===== config.mk =====
export PLATFORM = sky130hd
export DESIGN_NAME = seq_divider
export DESIGN_NICKNAME = d
export VERILOG_FILES = /design/src/rtl/seq_divider_pkg.sv /design/src/rtl/seq_divider_div_ctrl.sv /design/src/rtl/seq_divider.sv
export SDC_FILE = /design/constraint.sdc
export NUM_CORES = 1
export LEC_CHECK = 0
export ABC_CLOCK_PERIOD_IN_PS = 5500
export BUFFER_PORTS_ARGS = -buffer_cell sky130_fd_sc_hd__buf_4
export CAP_MARGIN = 10
export CORE_UTILIZATION = 61
export CTS_BUF_LIST = sky130_fd_sc_hd__clkbuf_8
export DETAILED_ROUTE_END_ITERATION = 8
export PLACE_DENSITY = 0.87
export RECOVER_POWER = 25
export SLEW_MARGIN = 5
export SYNTH_ARGS = -nofsm -noshare
export SYNTH_HDL_FRONTEND = slang
export SYNTH_SLANG_ARGS = --single-unit

===== constraint.sdc =====
create_clock -name clk -period 5.5 [get_ports clk]
set_clock_uncertainty 0.2 [all_clocks]
set_input_delay 0 -clock clk [delete_from_list [all_inputs] [get_ports clk]]
set_output_delay 0 -clock clk [all_outputs]
set_load 0.005 [all_outputs]

===== src/rtl/seq_divider_pkg.sv =====
// rtl/seq_divider_pkg.sv - shared constants and state type for the sequential restoring divider
package seq_divider_pkg;

  localparam int dp_width = 5;
  localparam int bc_size  = 3;
  localparam int st_width = 2;

  typedef enum logic [st_width-1:0] {
    S_IDLE  = 2'd0,
    S_SHIFT = 2'd1,
    S_SUB   = 2'd2
  } state_t;

endpackage


===== src/rtl/seq_divider_div_ctrl.sv =====
// rtl/seq_divider_div_ctrl.sv - divider sequencer: FSM, bit counter and datapath strobes
module div_ctrl
  import seq_divider_pkg::*;
(
  input  logic                clk,
  input  logic                rstb,
  input  logic                start,
  input  logic                divisor_zero,
  output logic                load_regs,
  output logic                dbz_regs,
  output logic                shift_regs,
  output logic                sub_regs,
  output logic                zero,
  output logic                rdy,
  output logic [st_width-1:0] state,
  output logic [bc_size-1:0]  P
);

  state_t             state_q, state_d;
  logic [bc_size-1:0] p_q, p_d;

  always_ff @(posedge clk or negedge rstb) begin
    if (!rstb) begin
      state_q <= S_IDLE;
      p_q     <= '0;
    end else begin
      state_q <= state_d;
      p_q     <= p_d;
    end
  end

  assign zero = (p_q == bc_size'(1));

  always_comb begin
    state_d    = state_q;
    p_d        = p_q;
    load_regs  = 1'b0;
    dbz_regs   = 1'b0;
    shift_regs = 1'b0;
    sub_regs   = 1'b0;
    case (state_q)
      S_IDLE: begin
        if (start) begin
          // A zero divisor is resolved in IDLE without running any iterations
          if (divisor_zero) begin
            dbz_regs = 1'b1;
          end else begin
            load_regs = 1'b1;
            p_d       = bc_size'(dp_width);
            state_d   = S_SHIFT;
          end
        end
      end
      S_SHIFT: begin
        shift_regs = 1'b1;
        state_d    = S_SUB;
      end
      S_SUB: begin
        sub_regs = 1'b1;
        p_d      = p_q - 1'b1;
        state_d  = zero ? S_IDLE : S_SHIFT;
      end
      default: state_d = S_IDLE;
    endcase
  end

  assign rdy   = (state_q == S_IDLE);
  assign state = state_q;
  assign P     = p_q;

endmodule


===== src/rtl/seq_divider.sv =====
// rtl/seq_divider.sv - unsigned restoring divider, one quotient bit per two clocks
module seq_divider
  import seq_divider_pkg::*;
(
  input  logic                clk,
  input  logic                rstb,
  input  logic                start,
  input  logic [dp_width-1:0] dividend,
  input  logic [dp_width-1:0] divisor,
  output logic [dp_width-1:0] quotient,
  output logic [dp_width-1:0] remainder,
  output logic                div_by_zero,
  output logic                rdy,
  output logic [st_width-1:0] state,
  output logic [bc_size-1:0]  P
);

  logic                load_regs, dbz_regs, shift_regs, sub_regs, zero;
  logic [dp_width:0]   a_q, a_d;
  logic [dp_width-1:0] q_q, q_d;
  logic [dp_width-1:0] b_q, b_d;
  logic                dbz_q, dbz_d;
  logic [dp_width+1:0] diff;

  div_ctrl u_ctrl (
    .clk          (clk),
    .rstb         (rstb),
    .start        (start),
    .divisor_zero (divisor == '0),
    .load_regs    (load_regs),
    .dbz_regs     (dbz_regs),
    .shift_regs   (shift_regs),
    .sub_regs     (sub_regs),
    .zero         (zero),
    .rdy          (rdy),
    .state        (state),
    .P            (P)
  );

  always_ff @(posedge clk or negedge rstb) begin
    if (!rstb) begin
      a_q   <= '0;
      q_q   <= '0;
      b_q   <= '0;
      dbz_q <= 1'b0;
    end else begin
      a_q   <= a_d;
      q_q   <= q_d;
      b_q   <= b_d;
      dbz_q <= dbz_d;
    end
  end

  // Sign bit of the widened trial difference tells whether B fits into A
  assign diff = {1'b0, a_q} - {2'b00, b_q};

  always_comb begin
    a_d   = a_q;
    q_d   = q_q;
    b_d   = b_q;
    dbz_d = dbz_q;
    if (load_regs) begin
      a_d   = '0;
      q_d   = dividend;
      b_d   = divisor;
      dbz_d = 1'b0;
    end else if (dbz_regs) begin
      a_d   = {1'b0, dividend};
      q_d   = '1;
      dbz_d = 1'b1;
    end else if (shift_regs) begin
      // A < B on entry, so A's top bit is zero and dropping it loses nothing
      {a_d, q_d} = {a_q[dp_width-1:0], q_q, 1'b0};
    end else if (sub_regs && !diff[dp_width+1]) begin
      a_d    = diff[dp_width:0];
      q_d[0] = 1'b1;
    end
  end

  assign quotient    = q_q;
  assign remainder   = a_q[dp_width-1:0];
  assign div_by_zero = dbz_q;

endmodule


==> metrics.md, run 1 <==
| Metric | Value |
|---|---|
| Pwr dens | `649 nW/um2` |
| Port Buffers | `29` |
| CORE AREA | `2230 um2` |
| Routed Antenna Nets | `0` |
| Yosys Warn Count | `0` |
| Final hold vios | `0` |
| Most common cell in the netlist | `dfrtp_1` |
| Seq pwr share | `27.7%` |
| Fin crit period | `2.66 ns` |
| Hold crit path type | `input port to register` |
| CTS root buffer | `clkbuf_8` |
| Post-synth ARST share | `100%` |
| DRC viols | `0` |
| Clock power frac | `10.3%` |
| Die Height | `51.1 um` |
| Die width | `51.1 um` |
| Sequential share of the synthesized area | `37.5%` |
| Switching Fraction | `43.8%` |
| # diodes | `0` |
| Clock transition at path regs | `0.08 ns` |
| RSZ-0062 raised after global routing | `no` |
| Post-synth EDFFs | `0` |
| # nets final | `200` |
| Num CTS Buffers | `3` |
| Data arrival, critical path | `2.62 ns` |
| Worst-path fanout max | `7` |
| Area fraction of the dominant cell type after synthesis | `37.5%` |
| Iteration-0 DRC count of the detailed router | `43` |
| Final setup fails | `0` |
| Area Overhead vs Synth | `22.5%` |
| Synth Cell Area | `1470 um2` |
| Gate power share | `61.9%` |
| Total GRT Usage | `33.2%` |
| Routed WL | `3820 um` |
| Post-synth net total | `166` |
| Synth Flop Type | `dfrtp_1` |
| Syn Area/Cell | `10.1 um2` |
| First-pass GRT wire length | `6160 um` |
| Drt via density | `6.20` |
| Starting Density | `65.8%` |
| Fmax | `376 MHz` |
| Depth of the CTS H-tree | `1` |
| Antenna violations before repair | `0` |
| Rows | `17` |
| Top post-synthesis cells by area | `dfrtp_1 (37%), ha_1 (6.0%), nand2_1 (3.6%)` |
| Met3 usage | `5.95%` |
| Register area | `551 um2` |
| Most crowded layer after global routing | `met2` |
| Layout cells sized above 1 | `24.7%` |
| Grt ovf | `0` |
| DRT Pass-1 Iters | `4` |
| Sw power | `0.000512 W` |
| Post-CTS Resized | `0` |
| Crit start category | `register` |
| FILL cells | `126` |
| CTS Sinks | `22` |
| Netlist cell types | `48` |
| CTS Buffer Depth | `2` |
| Crit path required time | `5.46 ns` |
| Worst-Margin Slew | `1.05 ns` |
| Headroom to the max-slew limit | `29.8%` |
| GP Congestion | `0.920` |
| Wirelength per Cell | `18.5 um` |
| #FFs+latches synth | `22` |
| Final core occ | `80.6%` |
| IO Pins | `30` |
| Post-synth top area cell | `dfrtp_1` |
| TritonCTS clock tree | `done` |
| Setup CP Type | `register to register` |
| Number of global-route vias before repair | `1274` |
| Worst-skew pair later-pin latency | `0.27 ns` |
| Setup tns final | `0 ns` |
| Via count | `1278` |
| Leak Pwr | `0.811 nW` |
| Worst VDD drop | `0.396 mV` |
| Hpwl dp | `2460 um` |
| Die ar. | `2610 um2` |
| Outcome | `finished, final reports clean` |
| Internal Power | `0.000656 W` |
| Grt met1 use | `40.9%` |
| Setup crit end kind | `register` |
| Largest net degree at the start of global routing | `23` |
| Synth cell count leaders | `dfrtp_1 (22), nand2_1 (14), inv_1 (11), a31oi_1 (7), ha_1 (7)` |
| Period utilisation layout | `48.4%` |
| Met2 Track Usage GR | `54.4%` |
| Max Cap Viol | `0` |
| Cells after Synth | `145` |
| Footprint of the multi-input gates | `763 um2` |
| Slew Viols, Final | `0` |
==> critical path, cell delays in order (launching register included) <==
cell	delay, ns
dfrtp_1	0.40
inv_1	0.09
ha_1	0.19
inv_1	0.06
fa_1	0.41
a211oi_2	0.28
o21a_1	0.20
o21a_1	0.38
mux2_4	0.34
==> state kept, by name (all words and copies together), names as in the netlist <==
| name | cells |
|---|---|
| div_by_zero | 1 |
| b_q | 5 |
| a_q | 6 |
| u_ctrl.P | 3 |
| quotient | 5 |
| u_ctrl.state | 2 |
==> per-stage QoR <==
step / hold slack (ns) / area [um2] / cells / power (W) / setup WS, ns
detailed placement: -0.295 / 1610 / 189 / 0.00102 / 2.91
CTS: 0.295 / 1800 / 206 / 0.00115 / 2.89
global placement: -0.298 / 1610 / 189 / 0.000981 / 3.01
finish: 0.302 / 1800 / 206 / 0.00117 / 2.84
floorplan: -0.496 / 1470 / 145 / 0.000868 / 3.19
global route: 0.310 / 1800 / 206 / 0.00125 / 2.74
==> area by class of cell <==
type	instances	share of cell area (%)
Tap cell	28	1.95
Inverter	12	2.64
Multi-Input combinational cell	98	42.4
Sequential cell	22	30.6
Timing Repair Buffer	42	19.3
Clock buffer	4	3.06
==> worst paths after layout <==
check / startpoint / endpoint / slack [ns] / depth (start not counted)
min: divisor[2] / b_q[2]$_DFFE_PN0P_ / 0.30 / 3
max: a_q[0]$_DFFE_PN0P_ / a_q[1]$_DFFE_PN0P_ / 2.84 / 8
min reg2reg: b_q[2]$_DFFE_PN0P_ / b_q[2]$_DFFE_PN0P_ / 0.30 / 1
min in group asynchronous: rstb / quotient[3]$_DFFE_PN0P_ / 0.82 / 3
max in group asynchronous: rstb / b_q[4]$_DFFE_PN0P_ / 3.65 / 3
max reg2reg: a_q[0]$_DFFE_PN0P_ / a_q[1]$_DFFE_PN0P_ / 2.84 / 8
==> cells by family after synthesis <==
kind of cell    count (synthesis)  share of synthesized area (%)
buf+inv                        25                           10.6
xor+xnor                        3                           1.79
compound gates                 33                           17.3
flops                          22                           37.5
simple gates                   44                           17.6
fa+ha+maj                       8                           7.33
mux                            10                           7.92
==> metal layers <==
layer	vias up	wire (um)	share of wire (%)
met5	-	0	0
met4	0	180	4.7
met3	21	252	6.6
met2	62	1840	48
met1	620	1540	40
li1	575	-	-
==> placed cells by master (no fill, tap or decap), types with 2 or more instances in the layout <==
cell and n:
a211oi_1 2, a211oi_2 2, a21oi_1 4, a31oi_1 7, buf_4 14, clkbuf_4 15
clkbuf_8 4, dfrtp_1 22, dlygate4sd3_1 13, ha_1 7, inv_1 11, mux2_1 4
mux2_4 2, mux2i_1 3, nand2_1 14, nand2b_1 2, nand3b_1 2, nor2_1 5
nor2b_1 4, nor3_1 5, nor3b_1 2, nor4_1 2, o211ai_1 3, o21a_1 2
o21ai_0 2, o21ai_1 2, xnor2_1 3
==> power groups by stage <==
stage	combinational (W)	clock, W	sequential (W)
floorplan	0.000575	0	0.000294
global placement	0.000662	0	0.000319
detailed placement	0.000697	0	0.000325
CTS	0.000708	0.000117	0.000323
global route	0.000789	0.000125	0.000335
finish	0.000723	0.000121	0.000324
==> what timing repair did <==
| item | in CTS | in global routing |
|---|---|---|
| buffers inserted | 0 | 0 |
| hold endpoints to repair | 38 | 0 |
| endpoints found under the setup margin | 0 | 0 |
| hold buffers | 13 | 0 |
Note: power is estimated with default switching activity, not from simulation.
==> run 2, diff against run 1 <==
--- a/config.mk
+++ b/config.mk
@@ -5,13 +5,13 @@
 export SDC_FILE = /design/constraint.sdc
 export NUM_CORES = 1
 export LEC_CHECK = 0
-export ABC_CLOCK_PERIOD_IN_PS = 5500
+export ABC_CLOCK_PERIOD_IN_PS = 2400
 export BUFFER_PORTS_ARGS = -buffer_cell sky130_fd_sc_hd__buf_4
 export CAP_MARGIN = 10
-export CORE_UTILIZATION = 61
+export CORE_UTILIZATION = 51
 export CTS_BUF_LIST = sky130_fd_sc_hd__clkbuf_8
 export DETAILED_ROUTE_END_ITERATION = 8
-export PLACE_DENSITY = 0.87
+export PLACE_DENSITY = 0.78
 export RECOVER_POWER = 25
 export SLEW_MARGIN = 5
 export SYNTH_ARGS = -nofsm -noshare
==> constraint.sdc (replaced) <==
create_clock -name clk -period 2.4 [get_ports clk]
set_clock_uncertainty 0.2 [all_clocks]
set_input_delay 0 -clock clk [delete_from_list [all_inputs] [get_ports clk]]
set_output_delay 0 -clock clk [all_outputs]
set_load 0.005 [all_outputs]
==> run 2 against run 1 <==
  * Design area up 1.7%
  * Combinational power up 140%
  * First-iteration DRC count up 12%
  * Flip-flop and latch count unchanged
  * Total power up 130%
  * Count of clock-buffer cells in the layout down 1
  * Non-clock buffer count up 4
  * Hold slack worse by 0.0034 ns
  * Critical path depth up 1
  * Critical endpoint is now a_q[4]$_DFFE_PN0P_
  * Largest cell class unchanged
  * Highest routed layer unchanged
==> metrics.md, run 2 (synthesis gave the netlist of run 1 again) <==
| Metric | Value |
|---|---|
| Fmax | `440 MHz (+17%)` |
| Most frequent cells in the layout | `dfrtp_1 (22), buf_4 (18), nand2_1 (14), clkbuf_4 (14), dlygate4sd3_1 (13)` |
| Final hold vios | `0 (unchanged)` |
| Hpwl dp | `2550 um (+3.9%)` |
| Max reg flops | `6 (unchanged)` |
| Post-Place Worst Slack | `-0.00368 ns (-2.91 ns)` |
| Worst Setup Slack, final | `0.130 ns (-2.71 ns)` |
| Worst reg2reg path startpoint | `a_q[0]$_DFFE_PN0P_` |
| Most common cell after layout, fill and taps aside | `dfrtp_1` |
| Hold crit path type | `register to register` |
| Top reg by flops | `a_q` |
| Number of global-route vias before repair | `1233 (-3.2%)` |
| Grt ovf | `0 (unchanged)` |
| Routed Antenna Nets | `0 (unchanged)` |
| GP Congestion | `0.837 (-9.1%)` |
| TritonCTS clock tree | `done` |
| Largest net degree at the start of global routing | `23 (unchanged)` |
| Wirelength per Cell | `15.9 um (-14%)` |
| Die Height | `55.7 um (+9.0%)` |
| Worst hold path depth | `2 (-1)` |
| Worst-Margin Slew | `0.988 ns (-0.0619 ns)` |
| Die width | `55.7 um (+9.0%)` |
| Hold_sp | `div_by_zero$_DFFE_PN0P_` |
| Depth of the CTS H-tree | `1 (unchanged)` |
| Starting Density | `53.7% (-12 points)` |
| Crit path required time | `2.34 ns (-3.12 ns)` |
| Power, Total | `0.00266 W (+130%)` |
| CTS Sinks | `22 (unchanged)` |
| Reg2reg end | `a_q[4]$_DFFE_PN0P_` |
| DRC viols | `0 (unchanged)` |
| Setup crit end kind | `register` |
| Die ar. | `3100 um2 (+19%)` |
| Headroom to the max-slew limit | `33.9% (+4.1 points)` |
| CTS root buffer | `clkbuf_8` |
| Worst VDD drop | `0.958 mV (+140%)` |
| Pwr dens | `1460 nW/um2 (+120%)` |
| Area Overhead vs Synth | `24.5%` |
| Layout cells sized above 1 | `27.6% (+2.9 points)` |
| Worst-skew pair later-pin latency | `0.26 ns (about the same)` |
| CORE AREA | `2730 um2 (+22%)` |
| Drt via density | `5.81 (-6.3%)` |
| Data arrival, critical path | `2.21 ns (-0.41 ns)` |
| Fin crit period | `2.27 ns (-0.392 ns)` |
| Setup CP Type | `register to register` |
| Leak Pwr | `0.824 nW (+1.5%)` |
| Worst reg2reg path depth | `9 (+1)` |
| Port Buffers | `29 (unchanged)` |
| Slew Viols, Final | `0 (unchanged)` |
| Final setup fails | `0 (unchanged)` |
| Total GRT Usage | `23.7% (-9.5 points)` |
| DRT Pass-1 Iters | `4 (unchanged)` |
| WHS Endpoint | `div_by_zero$_DFFE_PN0P_` |
| Via count | `1232 (-3.6%)` |
| IO Pins | `30 (unchanged)` |
| Rows | `19 (+2)` |
| Routed WL | `3360 um (-12%)` |
| Iteration-0 DRC count of the detailed router | `48 (+12%)` |
| Clock transition at path regs | `0.07 ns (about the same)` |
| Crit start category | `register` |
| Outcome | `finished, final reports clean` |
| FF-to-FF setup slack | `0.13 ns (-2.71 ns)` |
| Worst-path fanout max | `3 (-4)` |
| RSZ-0062 raised after global routing | `no` |
| Antenna violations before repair | `0 (unchanged)` |
| # nets final | `204 (+2.0%)` |
| CTS Buffer Depth | `2 (unchanged)` |
| Period utilisation layout | `94.6% (+46 points)` |
| # diodes | `0 (unchanged)` |
| Max Cap Viol | `0 (unchanged)` |
| Setup tns final | `0 ns (unchanged)` |
| First-pass GRT wire length | `5750 um (-6.6%)` |
| Num CTS Buffers | `3 (unchanged)` |
run 2: changes by cell type in the layout (fill, tap and decap cells not counted):
cell / before / now
buf_4: 14 / 18
buf_6: 0 / 1
clkbuf_4: 15 / 14
clkbuf_8: 4 / 3
fa_1: 1 / 0
fa_2: 0 / 1
ha_1: 7 / 6
ha_2: 0 / 1
o21a_1: 2 / 1
o21a_2: 0 / 1
run 2: where the power goes:
group / total (W) / internal (W) / switching (W)
clock: 0.000221 / 0.000112 / 0.000110
sequential: 0.000746 / 0.000550 / 0.000196
combinational: 0.00170 / 0.000881 / 0.000816
run 2: how the worst max path moves through the flow:
stage                        from                 end  slack [ns]  depth (start not counted)
2_1_floorplan  a_q[0]$_DFFE_PN0P_  a_q[1]$_DFFE_PN0P_        0.09                          9
3_3_place_gp   a_q[0]$_DFFE_PN0P_  a_q[4]$_DFFE_PN0P_        0.08                          8
3_5_place_dp   a_q[0]$_DFFE_PN0P_  a_q[4]$_DFFE_PN0P_      -0.004                          8
4_1_cts        a_q[0]$_DFFE_PN0P_  a_q[4]$_DFFE_PN0P_        0.02                          8
5_1_grt        a_q[0]$_DFFE_PN0P_  a_q[4]$_DFFE_PN0P_       0.002                          8
6_report       a_q[0]$_DFFE_PN0P_  a_q[4]$_DFFE_PN0P_        0.13                          9
run 2: worst max-delay path: stages, from the launching register on:
cell and delay, ns:
dfrtp_1 0.39, inv_1 0.08, ha_2 0.19, inv_1 0.06, fa_2 0.36, a211oi_2 0.24
buf_4 0.15, o21ba_1 0.12, o211ai_1 0.10, mux2_4 0.28
run 2: layout make-up:
cell class | count | area [um2]
Clock buffer | 3 | 41.3
Fill cell | 213 | 905
Inverter | 12 | 47.5
Multi-Input combinational cell | 98 | 769
Sequential cell | 22 | 551
Tap cell | 31 | 38.8
Timing Repair Buffer | 46 | 382
run 2: routing by layer:
metal / global-route usage (%) / wire length [um]
met1: 31.7 / 1490
met2: 38.9 / 1680
met3: 2.09 / 95
met4: 11.4 / 98
met5: 0 / 0
run 2: timing repair:
action | in CTS | in global routing
pin swaps | 1 | 2
endpoints found under the hold margin | 38 | 0
endpoints found under the setup margin | 4 | 7
setup buffers | 1 | 0
gates cloned | 0 | 0
resized for setup | 2 | 2
hold buffers | 13 | 0
run 2: stage by stage:
step | util [%] | cell area, um2 | hold WS [ns] | instances
after floorplan | - | 1470 | -0.496 | 145
after global routing | 66.9 | 1830 | 0.328 | 212
final | 66.9 | 1830 | 0.299 | 212
after global placement | 60.0 | 1640 | -0.298 | 195
after CTS | 66.8 | 1830 | 0.306 | 212
after detailed placement | 60.0 | 1640 | -0.294 | 195
==> run 3, diff against run 2 <==
--- a/config.mk
+++ b/config.mk
@@ -5,12 +5,13 @@
 export SDC_FILE = /design/constraint.sdc
 export NUM_CORES = 1
 export LEC_CHECK = 0
+export ABC_AREA = 1
 export ABC_CLOCK_PERIOD_IN_PS = 2400
-export BUFFER_PORTS_ARGS = -buffer_cell sky130_fd_sc_hd__buf_4
 export CAP_MARGIN = 10
-export CORE_UTILIZATION = 51
+export CORE_UTILIZATION = 59
 export CTS_BUF_LIST = sky130_fd_sc_hd__clkbuf_8
 export DETAILED_ROUTE_END_ITERATION = 8
+export DONT_BUFFER_PORTS = 1
 export PLACE_DENSITY = 0.78
 export RECOVER_POWER = 25
 export SLEW_MARGIN = 5
==> run 3 against run 2 <==
  * Final cell count rose by 7.1%
  * Critical path depth fell by 2
  * Utilization rose by 5.3 points
  * Synthesized area rose by 0.26%
  * Setup slack improved by 0.043 ns
  * Via count rose by 4.3%
  * Largest power group unchanged
==> metrics.md, run 3 <==
| Metric | Value |
|---|---|
| Die width | `52.0 um (-6.7%)` |
| Rows | `17 (-2)` |
| Num CTS Buffers | `3 (unchanged)` |
| Post-synth ARST share | `100% (unchanged)` |
| CTS Sinks | `22 (unchanged)` |
| Port Buffers | `0 (-100%)` |
| Routed WL | `3270 um (-2.7%)` |
| Post-synth top area cell | `dfrtp_1` |
| Largest net degree at the start of global routing | `23 (unchanged)` |
| Hpwl dp | `2370 um (-7.3%)` |
| Slew Viols, Final | `0 (unchanged)` |
| Post-CTS Resized | `0 (-2)` |
| TritonCTS clock tree | `done` |
| Worst reg2reg path startpoint | `u_ctrl.state[1]$_DFFE_PN0P_` |
| Worst Setup Slack, final | `0.173 ns (+0.0433 ns)` |
| Syn Area/Cell | `7.83 um2 (-23%)` |
| Worst path max stage delay | `0.57 ns (+0.18 ns)` |
| Synth cell count leaders | `nand2_1 (42), inv_1 (31), dfrtp_1 (22), nand3_1 (21), o21ai_0 (15)` |
| Die Height | `52.0 um (-6.7%)` |
| Crit path required time | `2.35 ns (about the same)` |
| Post-synth net total | `209 (+26%)` |
| Crit path to | `quotient[1]$_DFFE_PN0P_` |
| Leak Pwr | `0.867 nW (+5.3%)` |
| Top post-synthesis cells by area | `dfrtp_1 (37%), nand2_1 (11%), inv_1 (7.9%)` |
| Outcome | `finished, final reports clean` |
| Most frequent cells in the layout | `nand2_1 (42), inv_1 (31), dfrtp_1 (22), nand3_1 (21), o21ai_0 (15)` |
| Final setup fails | `0 (unchanged)` |
| Sequential share of the synthesized area | `37.4% (-0.096 points)` |
| Data arrival, critical path | `2.18 ns (-0.03 ns)` |
| Starting Density | `64.7% (+11 points)` |
| Drt via density | `5.66 (-2.6%)` |
| CORE AREA | `2280 um2 (-17%)` |
| Power, Total | `0.00247 W (-7.5%)` |
| Worst-Margin Slew | `1.00 ns (+0.0112 ns)` |
| Iteration-0 DRC count of the detailed router | `30 (-38%)` |
| FF-to-FF setup slack | `0.17 ns (+0.04 ns)` |
| Max reg flops | `6 (unchanged)` |
| CTS Buffer Depth | `2 (unchanged)` |
| Pwr dens | `1500 nW/um2 (+3.0%)` |
| Antenna violations before repair | `0 (unchanged)` |
| CP cell instances | `inv_2 -> nand2_4 -> inv_1 -> nand3_1 -> nor2_1 -> o22ai_1 -> dlygate4sd3_1` |
| GP Congestion | `0.898 (+7.3%)` |
| Switching Fraction | `49.7% (+7.6 points)` |
| Setup crit end kind | `register` |
| Max Cap Viol | `0 (unchanged)` |
| Post-Place Worst Slack | `0.290 ns (+0.294 ns)` |
| Worst-path fanout max | `12 (+9)` |
| Depth of the CTS H-tree | `1 (unchanged)` |
| Gate power share | `59.2% (-4.5 points)` |
| # nets final | `221 (+8.3%)` |
| Post-CTS Setup Inserts | `0 (-1)` |
| Cells after Synth | `188 (+30%)` |
| Reg2reg end | `quotient[1]$_DFFE_PN0P_` |
| DRC viols | `0 (unchanged)` |
| #FFs+latches synth | `22 (unchanged)` |
| Period utilisation layout | `92.8% (-1.8 points)` |
| Fin crit period | `2.23 ns (-0.0433 ns)` |
| Top reg by flops | `a_q` |
| Sw power | `0.00122 W (+9.2%)` |
| CTS root buffer | `clkbuf_8` |
| First-pass GRT wire length | `5500 um (-4.4%)` |
| Via count | `1285 (+4.3%)` |
| Yosys Warn Count | `0 (unchanged)` |
| Most common cell in the netlist | `nand2_1` |
| Synth Flop Type | `dfrtp_1` |
| Final Cell Area | `1640 um2 (-10%)` |
| Layout cells sized above 1 | `9.55% (-18 points)` |
| Grt ovf | `0 (unchanged)` |
| Clock transition at path regs | `0.08 ns (about the same)` |
| Total GRT Usage | `28.3% (+4.6 points)` |
| Slowest CP cell | `dlygate4sd3_1` |
| Wirelength per Cell | `14.4 um (-9.1%)` |
| Seq pwr share | `30.0% (+2.0 points)` |
| Final hold vios | `0 (unchanged)` |
| Internal Power | `0.00124 W (-20%)` |
| Routed Antenna Nets | `0 (unchanged)` |
| # diodes | `0 (unchanged)` |
| Clock power frac | `10.9% (+2.6 points)` |
| Most common cell after layout, fill and taps aside | `nand2_1` |
| Crit start category | `register` |
| Post-synth EDFFs | `0 (unchanged)` |
| Setup CP Type | `register to register` |
| Fmax | `449 MHz (+1.9%)` |
| IO Pins | `30 (unchanged)` |
| Levels on crit path | `7 (-2)` |
| DRT Pass-1 Iters | `4 (unchanged)` |
| Area fraction of the dominant cell type after synthesis | `37.4% (-0.096 points)` |
| Synth Cell Area | `1470 um2 (+0.26%)` |
| Setup tns final | `0 ns (unchanged)` |
| CP Launch Point | `u_ctrl.state[1]$_DFFE_PN0P_` |
| Die ar. | `2700 um2 (-13%)` |
| RSZ-0062 raised after global routing | `no` |
| Largest delay share family, worst path | `buffers and inverters` |
| Hold crit path type | `input port to asynchronous set/reset pin` |
| Area Overhead vs Synth | `11.6%` |
| Worst-skew pair later-pin latency | `0.27 ns (about the same)` |
| Worst VDD drop | `0.969 mV (+1.1%)` |
| Worst Path Buf+Inv | `3 (unchanged)` |
| Netlist cell types | `25 (-48%)` |
| Number of global-route vias before repair | `1220 (-1.1%)` |
| Headroom to the max-slew limit | `33.1% (-0.75 points)` |
| Worst reg2reg path depth | `7 (-2)` |
| Area after DPL | `1450 um2 (-12%)` |
-- run 3: final cells by class --
cell class / instances / area [um2]
timing repair buffer: 14 / 140
multi-input combinational: 123 / 722
fill: 162 / 633
inverter: 36 / 140
tap: 28 / 35.0
sequential: 22 / 551
clock buffer: 4 / 55.1
-- run 3: logic make-up (layout without fill, tap and decap cells) --
group / Yosys count / after routing / synth area share (%)
AOI/OAI and AO/OA: 26 / 26 / 10.4
xor gates and xnor gates: 1 / 1 / 0.595
adders and majority gates: 8 / 8 / 7.31
buffers and inverters: 43 / 54 / 13.6
DFF: 22 / 22 / 37.4
and+or+nand+nor: 88 / 88 / 30.8
-- run 3: power groups by stage --
stage	sequential [W]	combinational [W]	clock [W]
after floorplan	0.000688	0.00121	0
final	0.000739	0.00146	0.000269
after CTS	0.000735	0.00143	0.000271
after global routing	0.000767	0.00165	0.000285
after detailed placement	0.000742	0.00138	0
after global placement	0.000738	0.00131	0
-- run 3: worst reg2reg max path, cell delays in order (launching register included) --
cell and delay [ns]:
dfrtp_1 0.44, inv_2 0.11, nand2_4 0.07, inv_1 0.09, nand3_1 0.34, nor2_1 0.20, o22ai_1 0.08, dlygate4sd3_1 0.57
-- run 3: timing repair --
item	CTS	global route
hold buffers	14	0
endpoints found under the setup margin	0	0
endpoints found under the hold margin	39	0
-- run 3: routing by layer --
metal | GRT usage, % | routed length [um]
met1 | 34.6 | 1340
met2 | 48.5 | 1710
met3 | 7.02 | 195
met4 | 9.01 | 32
met5 | 0 | 0
-- run 3: through the flow --
step,std cells,utilization [%],hold slack (ns)
6_report,227,72.2,0.142
5_1_grt,227,72.2,0.237
4_1_cts,227,72.2,0.169
3_5_place_dp,209,63.6,-0.495
3_3_place_gp,209,63.6,-0.495
2_1_floorplan,188,-,-0.496
-- run 3: worst min-delay path by stage --
stage,from,end,cells past startpoint
final,rstb,quotient[2]$_DFFE_PN0P_,1
after floorplan,rstb,a_q[0]$_DFFE_PN0P_,0
after detailed placement,rstb,a_q[2]$_DFFE_PN0P_,0
after global routing,rstb,quotient[2]$_DFFE_PN0P_,1
after global placement,rstb,a_q[0]$_DFFE_PN0P_,0
after CTS,rstb,quotient[4]$_DFFE_PN0P_,1
